## config.mk

```make
export PLATFORM = sky130hd
export DESIGN_NAME = spi_slave_rx
export DESIGN_NICKNAME = d
export VERILOG_FILES = /design/src/rtl/spi_slave_rx.sv
export SDC_FILE = /design/constraint.sdc
export NUM_CORES = 1
export LEC_CHECK = 0
export CORE_MARGIN = 2
export CORE_UTILIZATION = 47
export DETAILED_ROUTE_END_ITERATION = 6
export GPL_TIMING_DRIVEN = 1
export PLACE_DENSITY = 0.78
export SLEW_MARGIN = 10
export SYNTH_ARGS = -nofsm -noshare
export SYNTH_HDL_FRONTEND = slang
export SYNTH_SLANG_ARGS = --single-unit
```

## constraint.sdc

```tcl
create_clock -name clk -period 2.2 [get_ports clk]
set_clock_uncertainty 0.2 [all_clocks]
set_input_delay 0.44 -clock clk [delete_from_list [all_inputs] [get_ports clk]]
set_output_delay 0.44 -clock clk [all_outputs]
set_load 0.005 [all_outputs]
```

## src/rtl/spi_slave_rx.sv

```systemverilog
// rtl/spi_slave_rx.sv - Mode-0 SPI slave byte receiver, oversampled in the clk domain.
// Optional MISO return path is built when SPI_SLAVE_TX_EN is defined.
module spi_slave_rx #(
  parameter int SYNC_STAGES = 2,
  parameter bit MSB_FIRST   = 1'b1
) (
  input  logic       clk,
  input  logic       rst,
  input  logic       SCLK,
  input  logic       MOSI,
  input  logic       SS,
  output logic       MISO,
  input  logic [7:0] tx_data,
  output logic [7:0] data,
  output logic       done,
  output logic       CS
);

  typedef enum logic {IDLE, RECV} state_t;

  logic [SYNC_STAGES-1:0] sclk_ff, mosi_ff, ss_ff;
  logic       sclk_prev;
  logic       sclk_s, mosi_s, ss_s;
  logic       rise;
  state_t     state, state_nx;
  logic [2:0] cnt, cnt_nx;
  logic [7:0] shift, shift_nx;
  logic [7:0] data_nx;
  logic       done_nx;

  assign sclk_s = sclk_ff[SYNC_STAGES-1];
  assign mosi_s = mosi_ff[SYNC_STAGES-1];
  assign ss_s   = ss_ff[SYNC_STAGES-1];
  assign rise   = sclk_s & ~sclk_prev;

  always_ff @(posedge clk or posedge rst) begin
    if (rst) begin
      sclk_ff   <= '0;
      mosi_ff   <= '0;
      ss_ff     <= '1;
      sclk_prev <= 1'b0;
      state     <= IDLE;
      cnt       <= 3'd0;
      shift     <= 8'h00;
      data      <= 8'h00;
      done      <= 1'b0;
      CS        <= 1'b1;
    end else begin
      sclk_ff   <= {sclk_ff[SYNC_STAGES-2:0], SCLK};
      mosi_ff   <= {mosi_ff[SYNC_STAGES-2:0], MOSI};
      ss_ff     <= {ss_ff[SYNC_STAGES-2:0], SS};
      sclk_prev <= sclk_s;
      state     <= state_nx;
      cnt       <= cnt_nx;
      shift     <= shift_nx;
      data      <= data_nx;
      done      <= done_nx;
      CS        <= (state_nx != RECV);
    end
  end

  // A rising SCLK wins over SS release so a byte finishing together with SS still completes.
  always_comb begin
    state_nx = state;
    cnt_nx   = cnt;
    shift_nx = shift;
    data_nx  = data;
    done_nx  = 1'b0;
    case (state)
      IDLE: begin
        cnt_nx   = 3'd0;
        shift_nx = 8'h00;
        if (!ss_s) state_nx = RECV;
      end
      RECV: begin
        if (rise) begin
          shift_nx = MSB_FIRST ? {shift[6:0], mosi_s} : {mosi_s, shift[7:1]};
          cnt_nx   = cnt + 3'd1;
          if (cnt == 3'd7) begin
            data_nx = shift_nx;
            done_nx = 1'b1;
          end
        end else if (ss_s) begin
          state_nx = IDLE;
          cnt_nx   = 3'd0;
          shift_nx = 8'h00;
        end
      end
      default: state_nx = IDLE;
    endcase
  end

`ifdef SPI_SLAVE_TX_EN
  logic       fall;
  logic [7:0] tx_sr, tx_sr_nx;
  logic       tx_hold, tx_hold_nx;
  logic       miso_nx;

  assign fall = ~sclk_s & sclk_prev;

  always_ff @(posedge clk or posedge rst) begin
    if (rst) begin
      tx_sr   <= 8'h00;
      tx_hold <= 1'b0;
      MISO    <= 1'b0;
    end else begin
      tx_sr   <= tx_sr_nx;
      tx_hold <= tx_hold_nx;
      MISO    <= miso_nx;
    end
  end

  // A reload at byte completion lands before that byte's last falling edge; tx_hold
  // swallows that fall so the new first bit stays on MISO for the master's next rise.
  always_comb begin
    tx_sr_nx   = tx_sr;
    tx_hold_nx = tx_hold;
    if (state == IDLE && state_nx == RECV) begin
      tx_sr_nx   = tx_data;
      tx_hold_nx = 1'b0;
    end else if (state == RECV) begin
      if (done_nx) begin
        tx_sr_nx   = tx_data;
        tx_hold_nx = 1'b1;
      end else if (fall) begin
        if (tx_hold) tx_hold_nx = 1'b0;
        else tx_sr_nx = MSB_FIRST ? {tx_sr[6:0], 1'b0} : {1'b0, tx_sr[7:1]};
      end
    end
    miso_nx = (state_nx == RECV) ? (MSB_FIRST ? tx_sr_nx[7] : tx_sr_nx[0]) : 1'b0;
  end
`else
  logic unused_tx;
  assign unused_tx = ^tx_data;
  assign MISO      = 1'b0;
`endif

endmodule

```

==> metrics.yaml <==
status:
  status: "completed"
worst_setup_path:
  cp_top_family: "flip-flops"
  worst-path-buf-inv: 1
  end_kind: "output port"
  cpPeakStageDelay_ns: 0.54
  critPathRequiredTime_ns: 1.56
  cp-endpoint: "CS"
  worstPathArrival_ns: 1.34
  cp.depth: 1
  cp_max_fo: 1
  critical_path.startpoint: "CS"
  timing.rr.end: "data[1]"
  cp_slowest_cell: "dfstp_2"
  rr_startpoint: "cnt[0]"
  crit_type: "reg -> out"
  r2r_slack_ns: 0.55
  crit_chain: "clkdlybuf4s50_1"
  start_kind: "flip-flop"
  reg2regPathDepth: 4
detailed_routing:
  drt_iter0_drc: 10
  postRouteWirelength_mm: 1.64
  wl_met1_um: 744
  antenna_left: 0
  highest_layer: "met4"
  drc: 0
  drtPass1Iterations: 4
  drt-wirelength-per-cell_um: 13.2
  vias: 643
  routed-wl-met2_um: 812
  met3_length_um: 67
  vias_per_cell: 5.19
sta:
  setup-violations-final: 0
  finalSetupTns_ns: 0
  max_freq_mhz: 506
  drv_slew: 0
  hold_viol: 0
  period_needed_ns: 1.98
  final.setup.worst_slack_ns: 0.222
  post-route-period-util_pct: 89.9
  rsz0062_at_grt: "no"
  hold_slack_ns: 0.168
layout:
  fin_util_pct: 57.9
  stdcell_area_mm2: 0.00128
  syn_to_final_growth_pct: 16.8
  final_cell_count_no_fill: 124
  layout.nets: 112
  drive_above_1_share_pct: 17.7
  n_antenna_cell: 0
synth:
  yosysWarnings: 0
  synth_nets: 97
  synth_common_cells: "25 x dfrtp_1, 11 x nand2_1, 9 x a21boi_0, 9 x nand3b_1, 8 x mux2_2"
  synth.most_common_cell: "dfrtp_1"
  postSynthCellCount: 82
  synth_flop_cell: "dfrtp_1"
  syn_area_per_cell_um2: 13.4
  synth_compound_area_share_pct: 6.85
  synthSimpleGateAreaFrac_pct: 15.1
  ys_types: 19
  synthAdderAreaFrac_pct: 2.28
  synthesis.area_mm2: 0.00110
  yosysTopAreaCellShare_pct: 57.1
  yosysSeqAreaShare_pct: 64.3
  synth_top_cells_by_area: "dfrtp_1 57%, mux2_2 8.2%, dfstp_2 7.2%"
  ys_ff_latch: 28
  synthArstFlopShare_pct: 100
  synth_xor_area_share_pct: 0
  synth_top_family_by_area: "simple AND/OR/NAND/NOR gates"
  synth_mux_area_share_pct: 8.22
  synth_area_leader_cell: "dfrtp_1"
  synth_edf_count: 0
power:
  ir_drop_v: 0.000474
  p_leak_nw: 0.581
  power_mw: 0.794
  power_density_mw_per_mm2: 621
placement:
  dp.cells: 120
  io_buffer_count: 14
  gp_congestion: 0.724
  post_dp_cell_area_mm2: 0.00125
  place_ws_ns: 0.572
  dp_hpwl_mm: 1.09
clock_tree:
  cts_buffer_depth: 2
  clk_latency_ns: 0.32
  htreeDepth: 1
  cts.sinks: 28
  post_cts_buffers: 0
  cts_tree: "done"
  clock-root-buffer: "clkbuf_4"
  cts-resized-gates: 0
  cts_hold_repair.buffers: 0
  cts_made_buffers: 3
  clkTransAtPathRegs_ns: 0.14
global_routing:
  grt_usage_pct: 14.4
  antenna_found_initial: 0
  grt_max_degree: 29
  overflow: 0
  grt_first_pass_wirelength_mm: 2.79
  grt_pass1_vias: 606
die:
  die-width_um: 52.3
  die_y_um: 52.3
  pin_count: 24
  row_count: 17
  core-area_mm2: 0.00221
  start_util_pct: 49.5
  dieArea_mm2: 0.00273
flow_run:
  drv_cap: 0
min_path:
  worstHoldPathType: "reg -> reg"
## report_power, final
group,total (mW),internal [mW],leakage (nW),switching [mW]
logic,0.0413,0.0204,0.201,0.0210
clock network,0.212,0.0709,0.0150,0.141
registers,0.541,0.529,0.365,0.0117
total,0.794,0.620,0.581,0.174
## layer usage
| metal | GRT usage [%] | vias to the layer above |
|---|---|---|
| li1 | - | 299 |
| met1 | 18.3 | 327 |
| met2 | 23.3 | 15 |
| met3 | 2.57 | 2 |
| met4 | 7.69 | 0 |
| met5 | 0 | - |
## flip-flops by register name, summed over array words and instances (netlist names)
register,count
state,1
shift,7
CS,1
sclk_ff,2
done,1
ss_ff,2
cnt,3
data,8
mosi_ff,2
sclk_prev,1
## worst min path at each step
stage	startpoint	to	slack, ns	cells past startpoint
3_5_place_dp	mosi_ff[0]	mosi_ff[1]	0.14	0
2_1_floorplan	mosi_ff[0]	mosi_ff[1]	0.13	0
5_1_grt	sclk_ff[0]	sclk_ff[1]	0.17	0
3_3_place_gp	mosi_ff[0]	mosi_ff[1]	0.13	0
6_report	mosi_ff[0]	mosi_ff[1]	0.17	0
4_1_cts	ss_ff[0]	ss_ff[1]	0.17	0
## layout make-up
type                       count  area (µm²)
sequential                    28         704
inverter                       2        7.51
clock buffer                   4        26.3
multi-input combinational     47         359
fill                         191         932
timing repair buffer          15         148
tap                           28        35.0
## cells in the final DEF (no fill, tap or decap)
cell type / count
buf_4: 1
clkbuf_1: 1
nand2_1: 11
conb_1: 1
o21a_1: 1
nor2_1: 1
nor2b_4: 1
and2_1: 1
clkbuf_4: 3
mux2_2: 8
dfstp_2: 3
a21boi_0: 9
or2b_1: 1
nor3b_1: 1
nand3b_1: 9
ha_1: 2
clkdlybuf4s50_1: 14
inv_1: 2
dfrtp_1: 25
nand3_4: 1
## cell families (layout without fill, tap and decap cells)
family	after synthesis	after routing
buffers and inverters	7	21
and+or+nand+nor	26	26
adders and majority gates	2	2
other	1	1
AOI/OAI and AO/OA	10	10
DFF	28	28
muxes	8	8
No activity file was read; power rests on OpenSTA's default activity.
